File: src/rtl/duck_palette_arbiter.sv
// Round-robin arbiter sharing one combinational palette ROM among NREQ sprite layers.
// Optional feature macro SPRITE_PAL_CLAMP_EN clamps out-of-range indices to CLAMP_INDEX.
module duck_palette_arbiter #(
    parameter int unsigned NREQ              = 4,
    parameter int unsigned IDX_W             = 4,
    parameter int unsigned NUM_COLORS        = 5,
    parameter int unsigned CLAMP_INDEX       = 1,
    parameter int unsigned TRANSPARENT_INDEX = 0
) (
    input  logic                      Clk,
    input  logic                      Reset,
    input  logic                      frame_start,
    input  logic [NREQ-1:0]           req,
    input  logic [NREQ*IDX_W-1:0]     index_in,
    output logic [NREQ-1:0]           gnt,
    output logic [IDX_W-1:0]          pal_index,
    input  logic [3:0]                pal_red,
    input  logic [3:0]                pal_green,
    input  logic [3:0]                pal_blue,
    output logic [11:0]               rgb_out,
    output logic                      rgb_valid,
    output logic [$clog2(NREQ)-1:0]   rgb_tag,
    output logic                      transparent
);

    localparam int unsigned TAG_W = $clog2(NREQ);

    logic [TAG_W-1:0] ptr_q, ptr_d;
    logic [IDX_W-1:0] pal_index_q;
    logic             s1_valid_q;
    logic [TAG_W-1:0] s1_tag_q;
    logic [11:0]      rgb_out_q;
    logic             rgb_valid_q;
    logic [TAG_W-1:0] rgb_tag_q;
    logic             transparent_q;

    logic             found;
    logic [TAG_W-1:0] winner;
    logic [TAG_W-1:0] cand;
    logic [IDX_W-1:0] win_idx;
    logic [IDX_W-1:0] lookup_idx;

    // Scan upward from ptr_q modulo NREQ; first requesting slot wins.
    always_comb begin
        found  = 1'b0;
        winner = '0;
        cand   = '0;
        for (int unsigned off = 0; off < NREQ; off++) begin
            cand = TAG_W'((32'(ptr_q) + off) % NREQ);
            if (!found && req[cand]) begin
                found  = 1'b1;
                winner = cand;
            end
        end
    end

    always_comb begin
        gnt = '0;
        for (int unsigned i = 0; i < NREQ; i++) begin
            gnt[i] = found && !Reset && (32'(winner) == i);
        end
    end

    always_comb begin
        win_idx = '0;
        for (int unsigned i = 0; i < NREQ; i++) begin
            if (32'(winner) == i) begin
                win_idx = index_in[i*IDX_W +: IDX_W];
            end
        end
    end

`ifdef SPRITE_PAL_CLAMP_EN
    always_comb begin
        lookup_idx = win_idx;
        if (32'(win_idx) >= NUM_COLORS) begin
            lookup_idx = IDX_W'(CLAMP_INDEX);
        end
    end
`else
    assign lookup_idx = win_idx;
`endif

    // frame_start rewinds the pointer even when a grant is issued in the same cycle.
    always_comb begin
        ptr_d = ptr_q;
        if (found) begin
            if (32'(winner) == NREQ - 1) begin
                ptr_d = '0;
            end else begin
                ptr_d = winner + TAG_W'(1);
            end
        end
        if (frame_start) begin
            ptr_d = '0;
        end
    end

    always_ff @(posedge Clk) begin
        if (Reset) begin
            ptr_q       <= '0;
            pal_index_q <= '0;
            s1_valid_q  <= 1'b0;
            s1_tag_q    <= '0;
        end else begin
            ptr_q      <= ptr_d;
            s1_valid_q <= found;
            if (found) begin
                pal_index_q <= lookup_idx;
                s1_tag_q    <= winner;
            end
        end
    end

    always_ff @(posedge Clk) begin
        if (Reset) begin
            rgb_out_q     <= '0;
            rgb_valid_q   <= 1'b0;
            rgb_tag_q     <= '0;
            transparent_q <= 1'b0;
        end else begin
            if (s1_valid_q) begin
                rgb_out_q <= {pal_red, pal_green, pal_blue};
            end
            rgb_tag_q     <= s1_tag_q;
            rgb_valid_q   <= s1_valid_q;
            transparent_q <= s1_valid_q && (pal_index_q == IDX_W'(TRANSPARENT_INDEX));
        end
    end

    assign pal_index   = pal_index_q;
    assign rgb_out     = rgb_out_q;
    assign rgb_valid   = rgb_valid_q;
    assign rgb_tag     = rgb_tag_q;
    assign transparent = transparent_q;

endmodule
File: config.mk
export PLATFORM = sky130hd
export DESIGN_NAME = duck_palette_arbiter
export DESIGN_NICKNAME = d
export VERILOG_FILES = /design/src/rtl/duck_palette_arbiter.sv
export SDC_FILE = /design/constraint.sdc
export NUM_CORES = 1
export LEC_CHECK = 0
export ABC_AREA = 0
export CORE_ASPECT_RATIO = 0.5
export CORE_MARGIN = 2
export CORE_UTILIZATION = 41
export DETAILED_ROUTE_END_ITERATION = 10
export PLACE_DENSITY = 0.83
export SLEW_MARGIN = 15
export SYNTH_ARGS = -nofsm -noshare
export SYNTH_HDL_FRONTEND = slang
export SYNTH_SLANG_ARGS = --single-unit
File: constraint.sdc
create_clock -name Clk -period 4.7 [get_ports Clk]
set_input_delay 1.41 -clock Clk [delete_from_list [all_inputs] [get_ports Clk]]
set_output_delay 1.41 -clock Clk [all_outputs]
set_load 0.01 [all_outputs]
==> run summary <==
status = finished clean
later-pin clock latency in the skew report = 280 ps
CTS sink cnt = 25
Worst Reg-to-Reg Cells = 10
Worst Hold Launch = s1_tag_q[0]
commonest non-fill, non-tap cell in the layout = clkdlybuf4s50_1
root buf cell = clkbuf_8
diode count = 0
grt total ovfl = 0
Starting Density = 43.0%
critical path type = in2out
Worst EP required = 3290 ps
most frequent cells in the layout = clkdlybuf4s50_1 (53), dfxtp_1 (25), nor2_1 (17), mux2i_1 (13), buf_4 (13)
Yosys warning count = 0
initial antenna violation count = 0
Pins Over Slew Limit = 0
Final Skew = 2.33 ps
Post-Route Utilization = 73.9%
CP arrival = 3250 ps
hold path cells = 1
top_reg_cell synth = dfxtp_1
placed insts = 218
Worst-Margin Slew = 696 ps
mean area per synthesized cell = 9.57 µm²
CTS tree = built
Hold Path Sink = rgb_tag[0]
Synth Register Bits = 25
vias per cell = 5.01
Total Die Area = 0.00319 mm²
Synth area leaders = dfxtp_1 (45%), mux2i_1 (13%), nor2_1 (5.7%)
final setup vio count = 0
DR iter-0 viols = 10
Die H = 41.0 µm
Max-Cap Viols = 0
DR WL/cell = 14.1 µm
CTS clk-pin slew, worst paths = 90 ps
part of the Yosys area used for sequential elements = 44.7%
first-pass GRT wire length = 4500 µm
FF-to-FF End = pal_index[1]
post-layout min period = 4660 ps
fin area = 0.00192 mm²
DRC Markers = 0
Non-Filler Instances = 225
vias = 1127
Die X = 77.9 µm
EDFF count, synth = 0
H-tree Lvls = 1
Mapped Cells = 117
Lkg Pwr = 0.819 nW
gr usage total = 19.5%
Pwr Density = 275 mW/mm²
Final Hold Vio Count = 0
detailed placement HPWL = 2330 µm
number of top-level pins = 59
Filler cells = 190
crit end category = primary output
Worst Path Max Fanout = 4
vias in the first global route = 1022
PortBufs = 58
period utilization = 99.2%
CTS Buf Count = 3
post-synth top area share = 44.7%
drt total wl = 3160 µm
Placement Cell Area = 0.00181 mm²
Worst slew margin = 53.5%
Crit Reg-Reg Startpoint = ptr_q[1]
GPL Wtd Cong = 0.839
ANT nets after route = 0
CORE AREA = 0.00260 mm²
Mapped Area = 0.00112 mm²
Syn Nets = 156
flop-to-flop setup slack = 2470 ps
FMAX = 214 MHz
Critical Path Source Type = primary input
Max clock buf depth = 2
FFs w/ async S/R, synth = 0%
worst min-delay path class = reg2reg
Pre-antenna DRT Iters = 4
Rows = 13
Synth area leader = dfxtp_1
worst vdd ir = 0.139 mV
Layout area overhead = 71.8%
Nets = 228
Synth cell types = 27
setup_tns = 0 ps
largest net degree at the start of global routing = 24
share of cells above drive strength 1 = 14.4%
report_power, final:
group	internal (mW)	leakage (nW)	switching, mW
Clock	0.0602	0.0217	0.0713
Combinational	0.0932	0.591	0.0618
Sequential	0.228	0.206	0.0136
cells by family (layout without fill, tap and decap cells):
| logic type | after synthesis | after routing | synth area share, % |
|---|---|---|---|
| AO/OA/AOI/OAI | 21 | 21 | 14.0 |
| flip-flops | 25 | 25 | 44.7 |
| buffers and inverters | 12 | 83 | 4.13 |
| AND/OR/NAND/NOR | 41 | 41 | 20.2 |
| multiplexers | 14 | 14 | 12.5 |
| adder cells (fa/ha/maj) | 4 | 4 | 4.47 |
registers in the layout, summed over array words and instances (netlist names):
name and cells:
pal_index 4, ptr_q 2, rgb_out 12, rgb_tag 2, rgb_valid 1, s1_tag_q 2
s1_valid_q 1, transparent 1
worst max-delay path, cell delays in order:
cell             delay, ps
clkdlybuf4s50_1        500
a21oi_1                 70
o21a_1                 220
o22ai_4                200
ha_1                   200
and2_1                 120
clkdlybuf4s50_1        540
area by class of cell:
cell class,instances,area [µm²],area share (%)
Multi-Input combinational cell,80,608,31.6
Inverter,7,26.3,1.37
Tap cell,37,46.3,2.41
Clock inverter,1,7.51,0.390
Clock buffer,3,41.3,2.15
Sequential cell,25,500,26.0
Timing Repair Buffer,72,694,36.1
per-stage QoR:
stage,hold slack [ps],setup WS (ps),total power [mW]
CTS,469,-41.1,0.526
global route,513,-39.3,0.552
finish,490,35.4,0.528
detailed placement,457,-106,0.392
floorplan,432,811,0.306
global placement,442,-23.3,0.387
synth_stat cells (4+ instances only):
| cell type | count |
|---|---|
| a21oi_1 | 8 |
| ha_1 | 4 |
| a211oi_1 | 4 |
| dfxtp_1 | 25 |
| nand3b_1 | 4 |
| and2_1 | 5 |
| mux2i_1 | 14 |
| inv_1 | 6 |
| nor2_1 | 17 |
| nor3_1 | 4 |
| a221oi_1 | 4 |
what timing repair did:
action / in CTS / in global routing
gates resized for setup: 5 / 7
pin swaps: 1 / 1
hold endpoints to repair: 0 / 0
hold buffers: 0 / 0
buffers inserted: 1 / 2
setup endpoints to repair: 4 / 2
per-layer routing:
metal  GRT usage, %  up-vias  wire length, µm
li1               -      552                -
met1           20.1      534             1270
met2           38.1       37             1690
met3           5.29        4              164
met4           12.7        0               36
met5              0        -                0
worst max path at each step:
stage	from	to	slack [ps]
2_1_floorplan	req[0]	gnt[3]	810
3_3_place_gp	req[0]	gnt[3]	-20
3_5_place_dp	req[0]	gnt[0]	-110
4_1_cts	req[0]	gnt[1]	-40
5_1_grt	req[1]	gnt[1]	-40
6_report	req[1]	gnt[1]	40
Power figures use the tool's default switching activity.
